==> src/rtl/axi_lite_pkg.sv <==
`default_nettype none
// ============================================================================
//  Module   : axi_lite_pkg
//  Purpose  : Shared AXI4-Lite response encodings and a byte-lane merge
//             helper used by the scratchpad slave.
//  Contents : RESP_* response codes, BUS_DW / BUS_SW bus widths,
//             apply_wstrb() byte-enable merge function.
//  Revision : 1.0 - initial release
// ============================================================================
package axi_lite_pkg;

    localparam logic [1:0] RESP_OKAY   = 2'b00;
    localparam logic [1:0] RESP_EXOKAY = 2'b01;
    localparam logic [1:0] RESP_SLVERR = 2'b10;
    localparam logic [1:0] RESP_DECERR = 2'b11;

    localparam int BUS_DW = 32;
    localparam int BUS_SW = BUS_DW / 8;

    // Replace each byte lane of old_word whose strobe bit is set with the
    // corresponding lane of new_word.
    function automatic logic [BUS_DW-1:0] apply_wstrb(
        input logic [BUS_DW-1:0] old_word,
        input logic [BUS_DW-1:0] new_word,
        input logic [BUS_SW-1:0] strb
    );
        logic [BUS_DW-1:0] result;
        result = old_word;
        for (int b = 0; b < BUS_SW; b++) begin
            if (strb[b]) begin
                result[8*b +: 8] = new_word[8*b +: 8];
            end
        end
        return result;
    endfunction

endpackage
`default_nettype wire

==> src/rtl/axi_lite_skid_buffer.sv <==
`default_nettype none
// ============================================================================
//  Module   : axi_lite_skid_buffer
//  Purpose  : One-entry registered holding buffer with valid/ready on both
//             sides. Accepts a new entry only while empty, so its input
//             ready never depends on the consumer's ready.
//  Ports    : clk, rst_n        - clock, asynchronous active-low reset
//             i_valid/o_ready   - producer side handshake
//             i_data            - payload captured on producer handshake
//             o_valid/o_data    - held entry presented to the consumer
//             i_ready           - consumer pops the entry when high
//  Revision : 1.0 - initial release
// ============================================================================
module axi_lite_skid_buffer #(
    parameter int DATA_W = 32
) (
    input  logic              clk,
    input  logic              rst_n,
    input  logic              i_valid,
    output logic              o_ready,
    input  logic [DATA_W-1:0] i_data,
    output logic              o_valid,
    output logic [DATA_W-1:0] o_data,
    input  logic              i_ready
);

    logic              r_full;
    logic [DATA_W-1:0] r_data;

    // Load and pop are mutually exclusive: loading needs the buffer empty,
    // popping needs it full.
    always_ff @(posedge clk or negedge rst_n) begin
        if (!rst_n) begin
            r_full <= 1'b0;
            r_data <= '0;
        end else if (i_valid && !r_full) begin
            r_full <= 1'b1;
            r_data <= i_data;
        end else if (r_full && i_ready) begin
            r_full <= 1'b0;
        end
    end

    assign o_ready = !r_full;
    assign o_valid = r_full;
    assign o_data  = r_data;

endmodule
`default_nettype wire

==> src/rtl/axi_lite_scratchpad.sv <==
`default_nettype none
// ============================================================================
//  Module   : axi_lite_scratchpad
//  Purpose  : AXI4-Lite slave fronting a small byte-enabled register-file
//             memory. Every address decodes (upper bits select the word,
//             addr[1:0] ignored) and every response is OKAY.
//  Ports    : clk, rst_n             - clock, asynchronous active-low reset
//             i_axi_aw*/o_axi_awready - write address channel
//             i_axi_w*/o_axi_wready   - write data channel
//             o_axi_b*/i_axi_bready   - write response channel
//             i_axi_ar*/o_axi_arready - read address channel
//             o_axi_r*/i_axi_rready   - read data channel
//  Revision : 1.0 - initial release
// ============================================================================
module axi_lite_scratchpad
    import axi_lite_pkg::*;
#(
    parameter int MEMORY_BW_p    = 32,
    parameter int MEMORY_DEPTH_p = 4,
    localparam int AW            = $clog2((MEMORY_BW_p/8)*MEMORY_DEPTH_p)
) (
    input  logic          clk,
    input  logic          rst_n,
    input  logic [AW-1:0] i_axi_awaddr,
    input  logic          i_axi_awvalid,
    output logic          o_axi_awready,
    input  logic [31:0]   i_axi_wdata,
    input  logic [3:0]    i_axi_wstrb,
    input  logic          i_axi_wvalid,
    output logic          o_axi_wready,
    output logic [1:0]    o_axi_bresp,
    output logic          o_axi_bvalid,
    input  logic          i_axi_bready,
    input  logic [AW-1:0] i_axi_araddr,
    input  logic          i_axi_arvalid,
    output logic          o_axi_arready,
    output logic [31:0]   o_axi_rdata,
    output logic [1:0]    o_axi_rresp,
    output logic          o_axi_rvalid,
    input  logic          i_axi_rready
);

    localparam int IDX_W = AW - 2;

    logic [31:0]      r_mem [MEMORY_DEPTH_p];

    // ------------------------------------------------------------------
    // Write path: AW and W are each parked in a one-entry hold; the word
    // is written once both are present and the B slot is free or draining.
    // ------------------------------------------------------------------
    logic             w_aw_held;
    logic [IDX_W-1:0] w_aw_idx;
    logic             w_w_held;
    logic [35:0]      w_w_payload;
    logic             w_commit;
    logic             r_bvalid;

    assign w_commit = w_aw_held && w_w_held && (!r_bvalid || i_axi_bready);

    axi_lite_skid_buffer #(.DATA_W(IDX_W)) u_aw_hold (
        .clk     (clk),
        .rst_n   (rst_n),
        .i_valid (i_axi_awvalid),
        .o_ready (o_axi_awready),
        .i_data  (i_axi_awaddr[AW-1:2]),
        .o_valid (w_aw_held),
        .o_data  (w_aw_idx),
        .i_ready (w_commit)
    );

    axi_lite_skid_buffer #(.DATA_W(36)) u_w_hold (
        .clk     (clk),
        .rst_n   (rst_n),
        .i_valid (i_axi_wvalid),
        .o_ready (o_axi_wready),
        .i_data  ({i_axi_wstrb, i_axi_wdata}),
        .o_valid (w_w_held),
        .o_data  (w_w_payload),
        .i_ready (w_commit)
    );

    always_ff @(posedge clk or negedge rst_n) begin
        if (!rst_n) begin
            r_bvalid <= 1'b0;
        end else if (w_commit) begin
            r_bvalid <= 1'b1;
        end else if (i_axi_bready) begin
            r_bvalid <= 1'b0;
        end
    end

    always_ff @(posedge clk or negedge rst_n) begin
        if (!rst_n) begin
            for (int i = 0; i < MEMORY_DEPTH_p; i++) begin
                r_mem[i] <= '0;
            end
        end else if (w_commit) begin
            r_mem[w_aw_idx] <= apply_wstrb(r_mem[w_aw_idx], w_w_payload[31:0],
                                           w_w_payload[35:32]);
        end
    end

    assign o_axi_bvalid = r_bvalid;
    assign o_axi_bresp  = RESP_OKAY;

    // ------------------------------------------------------------------
    // Read path: R output register backed by a one-entry skid. The memory
    // word is sampled on the AR handshake, so a same-edge write is not seen.
    // ------------------------------------------------------------------
    logic        w_ar_fire;
    logic        w_r_fire;
    logic        w_r_open;
    logic [31:0] w_rd_word;
    logic        w_skid_full;
    logic [31:0] w_skid_data;
    logic        r_rvalid;
    logic [31:0] r_rdata;

    assign w_ar_fire = i_axi_arvalid && o_axi_arready;
    assign w_r_fire  = r_rvalid && i_axi_rready;
    assign w_r_open  = !r_rvalid || i_axi_rready;
    assign w_rd_word = r_mem[i_axi_araddr[AW-1:2]];

    // The skid only captures when R is occupied and stalled; it is popped
    // into R on the next R handshake. Its ready doubles as arready.
    axi_lite_skid_buffer #(.DATA_W(32)) u_r_skid (
        .clk     (clk),
        .rst_n   (rst_n),
        .i_valid (w_ar_fire && !w_r_open),
        .o_ready (o_axi_arready),
        .i_data  (w_rd_word),
        .o_valid (w_skid_full),
        .o_data  (w_skid_data),
        .i_ready (i_axi_rready)
    );

    // While the skid is full arready is low, so an AR handshake and a skid
    // transfer never coincide.
    always_ff @(posedge clk or negedge rst_n) begin
        if (!rst_n) begin
            r_rvalid <= 1'b0;
            r_rdata  <= '0;
        end else if (w_ar_fire && w_r_open) begin
            r_rvalid <= 1'b1;
            r_rdata  <= w_rd_word;
        end else if (w_r_fire && w_skid_full) begin
            r_rvalid <= 1'b1;
            r_rdata  <= w_skid_data;
        end else if (w_r_fire) begin
            r_rvalid <= 1'b0;
        end
    end

    assign o_axi_rvalid = r_rvalid;
    assign o_axi_rdata  = r_rdata;
    assign o_axi_rresp  = RESP_OKAY;

    // Byte-offset bits carry no meaning for a word-organised memory.
    logic w_unused_addr_lsbs;
    assign w_unused_addr_lsbs = ^{i_axi_awaddr[1:0], i_axi_araddr[1:0]};

endmodule
`default_nettype wire

==> config.mk <==
export PLATFORM = sky130hd
export DESIGN_NAME = axi_lite_scratchpad
export DESIGN_NICKNAME = d
export VERILOG_FILES = /design/src/rtl/axi_lite_pkg.sv /design/src/rtl/axi_lite_skid_buffer.sv /design/src/rtl/axi_lite_scratchpad.sv
export SDC_FILE = /design/constraint.sdc
export NUM_CORES = 1
export LEC_CHECK = 0
export BUFFER_PORTS_ARGS = -buffer_cell sky130_fd_sc_hd__buf_2
export CORE_ASPECT_RATIO = 1.25
export CORE_MARGIN = 2
export CORE_UTILIZATION = 65
export DETAILED_ROUTE_END_ITERATION = 10
export PLACE_DENSITY_LB_ADDON = 0.08
export RECOVER_POWER = 50
export SYNTH_ARGS = -nofsm -noshare
export SYNTH_HDL_FRONTEND = slang
export SYNTH_HIERARCHICAL = 1
export SYNTH_SLANG_ARGS = --single-unit
==> constraint.sdc <==
create_clock -name clk -period 4.5 [get_ports clk]
set_input_delay 0.9 -clock clk [delete_from_list [all_inputs] [get_ports clk]]
set_output_delay 0.9 -clock clk [all_outputs]
set_load 0.01 [all_outputs]
==> results of run 1 <==
[routing by layer]
metal / track usage / part of all wire / vias to the layer above
li1: - / - / 2889
met1: 0.379 / 0.40 / 3599
met2: 0.501 / 0.53 / 190
met3: 0.0465 / 0.049 / 35
met4: 0.0837 / 0.019 / 0
met5: 0 / 0 / -
[report_power, final]
group / switching [mW] / total (mW) / internal (mW)
logic: 1.43 / 3.25 / 1.82
clock network: 0.796 / 2.03 / 1.23
registers: 0.848 / 4.00 / 3.15
total: 3.08 / 9.28 / 6.20
[final timing paths]
check,end,cells past startpoint,from,slack [ns]
setup / recovery,u_r_skid/o_data[27],6,i_axi_rready,1.74
hold / removal,r_mem[69],1,rst_n,0.44
setup reg to reg,r_mem[119],4,u_aw_hold/o_valid,1.79
hold reg to reg,r_mem[109],1,r_mem[109],0.49
max in group asynchronous,r_mem[25],2,rst_n,1.91
min in group clk,r_mem[109],1,r_mem[109],0.49
[cell type report]
cell class / count / area share
repair buffers: 99 / 0.0442
multi-input cells: 436 / 0.388
clock buffers: 31 / 0.0526
clock inverters: 9 / 0.0120
inverters: 6 / 0.00183
flip-flops and latches: 235 / 0.479
well taps: 220 / 0.0224
[cells by family after synthesis]
kind of cell | Yosys count
compound gates | 82
buf+inv | 55
flops | 235
mux | 248
other cells | 1
simple gates | 102
[cells in the mapped netlist, types with 5 or more instances]
master and number:
sky130_fd_sc_hd__a21oi_1 16, sky130_fd_sc_hd__a221o_1 32, sky130_fd_sc_hd__a2bb2oi_1 14, sky130_fd_sc_hd__and3_1 34
sky130_fd_sc_hd__buf_2 9, sky130_fd_sc_hd__buf_4 7, sky130_fd_sc_hd__buf_6 10, sky130_fd_sc_hd__clkbuf_1 18
sky130_fd_sc_hd__dfrtp_1 235, sky130_fd_sc_hd__inv_1 5, sky130_fd_sc_hd__mux2_1 5, sky130_fd_sc_hd__mux2_2 119
sky130_fd_sc_hd__mux2_4 60, sky130_fd_sc_hd__mux2i_1 32, sky130_fd_sc_hd__mux4_2 32, sky130_fd_sc_hd__nand2_1 7
sky130_fd_sc_hd__nand2b_1 6, sky130_fd_sc_hd__nand4_1 5, sky130_fd_sc_hd__nor2_1 6, sky130_fd_sc_hd__nor2b_1 23
sky130_fd_sc_hd__nor4_2 6, sky130_fd_sc_hd__nor4_4 7, sky130_fd_sc_hd__o22a_1 14
[stage by stage]
stage | utilization | worst slack, ns | area (sq um)
3_5_place_dp | 0.692 | 1.54 | 11600
4_1_cts | 0.740 | 2.05 | 12400
5_1_grt | 0.735 | 1.38 | 12300
6_report | 0.735 | 1.74 | 12300
2_1_floorplan | - | 2.23 | 11000
3_3_place_gp | 0.692 | 1.55 | 11600
[flip-flops by register name (all words and copies together), names as in the netlist, 2 cells and up]
register	flops
r_mem	128
u_w_hold/o_data	36
u_aw_hold/o_data	2
o_axi_rdata	32
u_r_skid/o_data	32
[layout by cell type (no fill, tap or decap)]
master / instances
sky130_fd_sc_hd__a21oi_1: 16
sky130_fd_sc_hd__a221o_1: 32
sky130_fd_sc_hd__a2bb2oi_1: 14
sky130_fd_sc_hd__a31oi_1: 2
sky130_fd_sc_hd__and2_1: 3
sky130_fd_sc_hd__and3_1: 34
sky130_fd_sc_hd__and4_1: 1
sky130_fd_sc_hd__buf_12: 1
sky130_fd_sc_hd__buf_2: 82
sky130_fd_sc_hd__buf_4: 11
sky130_fd_sc_hd__buf_8: 1
sky130_fd_sc_hd__bufinv_16: 4
sky130_fd_sc_hd__clkbuf_1: 8
sky130_fd_sc_hd__clkbuf_16: 23
sky130_fd_sc_hd__clkbuf_8: 4
sky130_fd_sc_hd__clkinv_2: 4
sky130_fd_sc_hd__clkinvlp_4: 1
sky130_fd_sc_hd__conb_1: 4
sky130_fd_sc_hd__dfrtp_1: 235
sky130_fd_sc_hd__inv_1: 5
sky130_fd_sc_hd__inv_2: 1
sky130_fd_sc_hd__mux2_1: 10
sky130_fd_sc_hd__mux2_2: 123
sky130_fd_sc_hd__mux2_4: 51
sky130_fd_sc_hd__mux2i_1: 32
sky130_fd_sc_hd__mux4_2: 32
sky130_fd_sc_hd__nand2_1: 8
sky130_fd_sc_hd__nand2b_1: 6
sky130_fd_sc_hd__nand4_1: 5
sky130_fd_sc_hd__nor2_1: 6
sky130_fd_sc_hd__nor2b_1: 24
sky130_fd_sc_hd__nor2b_2: 1
sky130_fd_sc_hd__nor4_2: 6
sky130_fd_sc_hd__nor4_4: 7
sky130_fd_sc_hd__o21ai_4: 1
sky130_fd_sc_hd__o21bai_1: 3
sky130_fd_sc_hd__o22a_1: 14
sky130_fd_sc_hd__or4_1: 1
==> impl_metrics.xml, run 1 <==
<?xml version="1.0" encoding="UTF-8"?>
<metrics>
  <group name="status">
    <metric name="outcome" unit="">finished, violations left</metric>
    <metric name="violations_in_the_final_reports" unit="">max-capacitance violations, max-slew violations</metric>
  </group>
  <group name="yosys">
    <metric name="synth_cells" unit="">723</metric>
    <metric name="yosysTopAreaCellShare" unit="">0.534</metric>
    <metric name="post_synth_and_or_nand_nor_area_fraction" unit="">0.0692</metric>
    <metric name="synth_top_family_by_area" unit="">multiplexers</metric>
    <metric name="synth.cell_area" unit="sq um">11000</metric>
    <metric name="synth-compound-area-share" unit="">0.0623</metric>
    <metric name="yosys.cell_types.count" unit="">36</metric>
    <metric name="synth_seq_cells" unit="">235</metric>
    <metric name="yosys.area_share.adder" unit="">0</metric>
    <metric name="synthTopCellsByArea" unit="">sky130_fd_sc_hd__dfrtp_1 53%, sky130_fd_sc_hd__mux2_2 12%, sky130_fd_sc_hd__mux2_4 8.2%</metric>
    <metric name="synth_enable_flop_cells" unit="">0</metric>
    <metric name="ys_seq_area_frac" unit="">0.534</metric>
    <metric name="synth_xor_xnor_area_share" unit="">0</metric>
    <metric name="count_of_yosys_warnings_during_synthesis" unit="">6</metric>
    <metric name="asyncSetResetFlopFracSynth" unit="">1.00</metric>
    <metric name="ys_dominant_reg_cell" unit="">sky130_fd_sc_hd__dfrtp_1</metric>
    <metric name="synthesis.area_per_instance" unit="sq um">15.2</metric>
    <metric name="synthMuxAreaShare" unit="">0.303</metric>
    <metric name="yosys.area.top_type" unit="">sky130_fd_sc_hd__dfrtp_1</metric>
  </group>
  <group name="setup_path">
    <metric name="critPathKind" unit="">in -&gt; reg</metric>
    <metric name="critPathCaptureType" unit="">register</metric>
    <metric name="critPathRequiredTime" unit="ns">4.89</metric>
    <metric name="critical_path_peak_fanout" unit="">24</metric>
    <metric name="highest_cell_delay_on_the_worst_timing_path" unit="ns">1.16</metric>
    <metric name="worst-path-buf-inv" unit="">2</metric>
    <metric name="worst_path_dominant_cell_family" unit="">simple AND/OR/NAND/NOR gates</metric>
    <metric name="path_cells" unit="">buf_2, nand2b_1, nor2_1, nor2b_1, buf_12, mux2_2</metric>
    <metric name="crit_arrival" unit="ns">3.15</metric>
    <metric name="worst_setup_path_start_kind" unit="">input pin</metric>
    <metric name="cpMaxStageDelayCell" unit="">sky130_fd_sc_hd__nor2b_1</metric>
  </group>
  <group name="drt">
    <metric name="routed_wl" unit="mm">25.2</metric>
    <metric name="detail-route-antenna-nets" unit="">0</metric>
    <metric name="avgViaCountPerCell" unit="">6.48</metric>
    <metric name="drt_iter0_drc" unit="">410</metric>
    <metric name="routed_wire_length_per_instance" unit="um">24.3</metric>
    <metric name="drt-pass1-iter-count" unit="">4</metric>
    <metric name="route.detailed.drc" unit="">0</metric>
    <metric name="via_count_of_the_routed_design" unit="">6713</metric>
  </group>
  <group name="timing">
    <metric name="timing.final.hold_violations" unit="">0</metric>
    <metric name="worst_clock_skew" unit="ns">0.00883</metric>
    <metric name="tns" unit="ns">0</metric>
    <metric name="grt_setup_unrepaired" unit="">no</metric>
    <metric name="timing.max_slew.rel_slack" unit="">-0.166</metric>
    <metric name="finalMaxSlewViolations" unit="">135</metric>
    <metric name="tightest_pin_transition" unit="ns">1.75</metric>
    <metric name="final.period_utilization" unit="">0.613</metric>
    <metric name="fmax" unit="MHz">363</metric>
    <metric name="fin_crit" unit="ns">2.76</metric>
    <metric name="final-setup-viol-count" unit="">0</metric>
    <metric name="whs" unit="ns">0.436</metric>
  </group>
  <group name="floorplanning">
    <metric name="die_area" unit="sq um">18000</metric>
    <metric name="placementRows" unit="">53</metric>
    <metric name="initial_utilization" unit="">0.659</metric>
    <metric name="io_pins" unit="">92</metric>
    <metric name="die_w" unit="um">120</metric>
    <metric name="die_h" unit="um">150</metric>
    <metric name="coreArea" unit="sq um">16700</metric>
  </group>
  <group name="clocking">
    <metric name="cts_made_buffers" unit="">23</metric>
    <metric name="cts_tree" unit="">built</metric>
    <metric name="clock_slew_at_reported_path_ffs" unit="ns">0.06</metric>
    <metric name="post_cts_hold_buffer_count" unit="">0</metric>
    <metric name="cts_num_sinks" unit="">235</metric>
    <metric name="clk-insertion-delay-late" unit="ns">0.51</metric>
    <metric name="cells_resized_by_post_cts_repair" unit="">0</metric>
    <metric name="root_buffer" unit="">sky130_fd_sc_hd__clkbuf_16</metric>
    <metric name="max-clock-path-buffers" unit="">3</metric>
    <metric name="post-cts-setup-buffers" unit="">0</metric>
    <metric name="cts.htree.levels" unit="">1</metric>
  </group>
  <group name="power_and_ir_drop">
    <metric name="irDropWorstVdd" unit="mV">0.459</metric>
    <metric name="leakage" unit="nW">5.54</metric>
    <metric name="pwr_density_cell" unit="nW/um^2">755</metric>
    <metric name="finalPower" unit="mW">9.28</metric>
  </group>
  <group name="cells_and_area">
    <metric name="areaGrowthSynthToFinish" unit="%">11.5</metric>
    <metric name="filler_cell_count" unit="">1124</metric>
    <metric name="drive_gt1_frac" unit="">0.433</metric>
    <metric name="regArea" unit="sq um">5880</metric>
    <metric name="finish.cell_count_without_fillers" unit="">1036</metric>
    <metric name="antenna_cells_inserted" unit="">0</metric>
    <metric name="final_nets" unit="">852</metric>
    <metric name="multiInputGateArea" unit="sq um">4770</metric>
  </group>
  <group name="grt">
    <metric name="antenna_found_initial" unit="">0</metric>
    <metric name="globalRoute.totalOverflow" unit="">0</metric>
    <metric name="first_pass_grt_wire_length" unit="mm">40.4</metric>
    <metric name="groute.usage.overall" unit="">0.289</metric>
    <metric name="first_global_vias" unit="">7322</metric>
    <metric name="grt_start_max_net_pins" unit="">119</metric>
  </group>
  <group name="placement">
    <metric name="place_inst" unit="">996</metric>
    <metric name="numPortBuffers" unit="">83</metric>
    <metric name="finalWeightedCongestion" unit="">0.810</metric>
    <metric name="place_hpwl" unit="mm">15.9</metric>
  </group>
  <group name="flow_run">
    <metric name="cap_viol_max_count" unit="">5</metric>
  </group>
  <group name="min_path">
    <metric name="worst_hold_path_type" unit="">in -&gt; async</metric>
  </group>
</metrics>
No activity file was read; power rests on OpenSTA's default activity.
==> inputs of run 2 (changes only) <==
Settings changed: CORE_UTILIZATION 65 to 60.
Clock period 4.5 ns to 2.9 ns, I/O delays scaled along.
==> run 2 against run 1 <==
  * The run still ends with max-capacitance violations, max-slew violations left
  * Register-to-register slack worse by 1.3 ns
  * First-iteration DRC count is 6.3% lower
  * Total power is 54% higher
  * Critical path depth is 3 lower
  * Utilization is 4.8 points lower
  * Setup slack worse by 1.3 ns
  * Sequential share of layout area is 0.42 points lower
  * Critical endpoint is now r_mem[19]
  * Highest routed layer unchanged
==> impl_metrics.xml, run 2 (synthesis results as in run 1) <==
<?xml version="1.0" encoding="UTF-8"?>
<metrics>
  <group name="status">
    <metric name="outcome" unit="">finished, violations left</metric>
    <metric name="violations_in_the_final_reports" unit="">max-capacitance violations, max-slew violations</metric>
  </group>
  <group name="grt">
    <metric name="first_global_vias" unit="">7338</metric>
    <metric name="groute.usage.overall" unit="">0.261</metric>
    <metric name="globalRoute.totalOverflow" unit="">0</metric>
    <metric name="first_pass_grt_wire_length" unit="mm">40.4</metric>
    <metric name="antenna_found_initial" unit="">0</metric>
    <metric name="grt_start_max_net_pins" unit="">83</metric>
  </group>
  <group name="drt">
    <metric name="detail-route-antenna-nets" unit="">0</metric>
    <metric name="drt_iter0_drc" unit="">384</metric>
    <metric name="routed_wl" unit="mm">24.5</metric>
    <metric name="route.detailed.drc" unit="">0</metric>
    <metric name="drt-pass1-iter-count" unit="">4</metric>
    <metric name="avgViaCountPerCell" unit="">6.25</metric>
    <metric name="routed_wire_length_per_instance" unit="um">23.1</metric>
    <metric name="via_count_of_the_routed_design" unit="">6630</metric>
  </group>
  <group name="floorplanning">
    <metric name="die_h" unit="um">155</metric>
    <metric name="die_area" unit="sq um">19500</metric>
    <metric name="coreArea" unit="sq um">18000</metric>
    <metric name="initial_utilization" unit="">0.611</metric>
    <metric name="die_w" unit="um">125</metric>
    <metric name="io_pins" unit="">92</metric>
    <metric name="placementRows" unit="">55</metric>
  </group>
  <group name="setup_path">
    <metric name="crit_arrival" unit="ns">2.84</metric>
    <metric name="worst_path_dominant_cell_family" unit="">simple AND/OR/NAND/NOR gates</metric>
    <metric name="worst-path-buf-inv" unit="">0</metric>
    <metric name="highest_cell_delay_on_the_worst_timing_path" unit="ns">0.89</metric>
    <metric name="ff2ff_path_depth" unit="">3</metric>
    <metric name="critPathCaptureType" unit="">register</metric>
    <metric name="critPathRequiredTime" unit="ns">3.29</metric>
    <metric name="critPathKind" unit="">reg -&gt; reg</metric>
    <metric name="critical_path_peak_fanout" unit="">16</metric>
    <metric name="cpMaxStageDelayCell" unit="">sky130_fd_sc_hd__nor4_4</metric>
    <metric name="path_cells" unit="">nand2_1, nor4_4, mux2_2</metric>
    <metric name="r2r_path_start" unit="">u_w_hold/o_valid</metric>
    <metric name="r2r-end" unit="">r_mem[19]</metric>
    <metric name="setup.reg_to_reg.worst_slack" unit="ns">0.45</metric>
    <metric name="worst_setup_path_start_kind" unit="">register</metric>
  </group>
  <group name="cells_and_area">
    <metric name="largest_register" unit="">r_mem</metric>
    <metric name="antenna_cells_inserted" unit="">0</metric>
    <metric name="layout.cells.most_common" unit="">sky130_fd_sc_hd__dfrtp_1</metric>
    <metric name="areaGrowthSynthToFinish" unit="%">12.5</metric>
    <metric name="stdcell_area" unit="sq um">12400</metric>
    <metric name="final_cell_mix" unit="">235 x sky130_fd_sc_hd__dfrtp_1, 119 x sky130_fd_sc_hd__mux2_2, 82 x sky130_fd_sc_hd__buf_2</metric>
    <metric name="largest_register_ff_count" unit="">128</metric>
    <metric name="final_nets" unit="">866</metric>
    <metric name="regArea" unit="sq um">5880</metric>
    <metric name="filler_cell_count" unit="">1269</metric>
    <metric name="drive_gt1_frac" unit="">0.440</metric>
    <metric name="multiInputGateArea" unit="sq um">4780</metric>
  </group>
  <group name="timing">
    <metric name="timing.max_slew.rel_slack" unit="">-0.388</metric>
    <metric name="worst_clock_skew" unit="ns">0.0124</metric>
    <metric name="fmax" unit="MHz">408</metric>
    <metric name="tns" unit="ns">0</metric>
    <metric name="finalMaxSlewViolations" unit="">82</metric>
    <metric name="tightest_pin_transition" unit="ns">2.08</metric>
    <metric name="fin_crit" unit="ns">2.45</metric>
    <metric name="grt_setup_unrepaired" unit="">no</metric>
    <metric name="timing.final.hold_violations" unit="">0</metric>
    <metric name="final-setup-viol-count" unit="">0</metric>
    <metric name="whs" unit="ns">0.268</metric>
    <metric name="final.period_utilization" unit="">0.845</metric>
  </group>
  <group name="min_path">
    <metric name="whs_path_depth" unit="">2</metric>
    <metric name="worst_hold_path_type" unit="">in -&gt; reg</metric>
    <metric name="min_from" unit="">i_axi_rready</metric>
    <metric name="worst_hold_path.endpoint" unit="">u_r_skid/o_valid</metric>
  </group>
  <group name="clocking">
    <metric name="clock_slew_at_reported_path_ffs" unit="ns">0.06</metric>
    <metric name="post-cts-setup-buffers" unit="">0</metric>
    <metric name="cts_made_buffers" unit="">24</metric>
    <metric name="cts_tree" unit="">built</metric>
    <metric name="post_cts_hold_buffer_count" unit="">0</metric>
    <metric name="cts.htree.levels" unit="">1</metric>
    <metric name="root_buffer" unit="">sky130_fd_sc_hd__clkbuf_16</metric>
    <metric name="max-clock-path-buffers" unit="">3</metric>
    <metric name="cells_resized_by_post_cts_repair" unit="">0</metric>
    <metric name="clk-insertion-delay-late" unit="ns">0.51</metric>
    <metric name="cts_num_sinks" unit="">235</metric>
  </group>
  <group name="power_and_ir_drop">
    <metric name="power.share.switching" unit="">0.331</metric>
    <metric name="total_switching_power" unit="mW">4.73</metric>
    <metric name="internal-power" unit="mW">9.54</metric>
    <metric name="finalPower" unit="mW">14.3</metric>
    <metric name="pwr-share-seq" unit="">0.434</metric>
    <metric name="comb_power_share" unit="">0.354</metric>
    <metric name="irDropWorstVdd" unit="mV">0.600</metric>
    <metric name="pwr_density_cell" unit="nW/um^2">1150</metric>
    <metric name="clkPwrFrac" unit="">0.212</metric>
    <metric name="leakage" unit="nW">5.61</metric>
  </group>
  <group name="placement">
    <metric name="placedInstanceArea" unit="sq um">11700</metric>
    <metric name="place_hpwl" unit="mm">16.2</metric>
    <metric name="finalWeightedCongestion" unit="">0.791</metric>
    <metric name="numPortBuffers" unit="">83</metric>
  </group>
  <group name="flow_run">
    <metric name="cap_viol_max_count" unit="">1</metric>
  </group>
</metrics>
[run 2: changes by cell type in the layout (fill, tap and decap cells not counted), moves of 3 or more]
cell	before	now
sky130_fd_sc_hd__mux2_1	10	14
sky130_fd_sc_hd__buf_4	11	19
sky130_fd_sc_hd__mux2_2	123	119
sky130_fd_sc_hd__clkbuf_2	0	5
sky130_fd_sc_hd__bufinv_16	4	1
[run 2: cell type report]
type / count / share of cell area
inverters: 6 / 0.00182
flip-flops and latches: 235 / 0.475
well taps: 228 / 0.0230
multi-input cells: 436 / 0.385
clock buffers: 36 / 0.0579
clock inverters: 7 / 0.00485
repair buffers: 112 / 0.0524
[run 2: power groups by stage]
stage	registers, mW	logic, mW	clock network, mW
final	6.19	5.05	3.03
after floorplan	5.82	3.98	0
after global placement	6.06	4.93	0
after detailed placement	6.22	5.14	0
after global routing	6.41	5.43	3.23
after CTS	6.19	5.17	3.08
[run 2: worst max-delay path by stage]
stage	to	startpoint	slack [ns]	depth (start not counted)
after global routing	r_mem[3]	rst_n	0.23	2
after floorplan	o_axi_rdata[12]	i_axi_araddr[2]	0.95	5
after CTS	o_axi_rdata[0]	u_r_skid/o_valid	0.51	5
after detailed placement	o_axi_rdata[15]	i_axi_arvalid	0.38	5
after global placement	o_axi_rdata[15]	i_axi_arvalid	0.42	5
final	r_mem[19]	u_w_hold/o_valid	0.45	3
[run 2: metal layers]
metal,routed length (um),part of all wire,global-route usage,up-vias
li1,-,-,-,2924
met1,10000,0.41,0.343,3478
met2,12700,0.52,0.456,179
met3,1130,0.046,0.0347,49
met4,603,0.025,0.0788,0
met5,0,0,0,-
[run 2: per-stage QoR]
stage | cells | utilization | setup slack (ns)
2_1_floorplan | 726 | - | 0.950
3_3_place_gp | 1017 | 0.648 | 0.415
3_5_place_dp | 1017 | 0.648 | 0.376
4_1_cts | 1060 | 0.691 | 0.506
5_1_grt | 1060 | 0.687 | 0.235
6_report | 1060 | 0.687 | 0.450
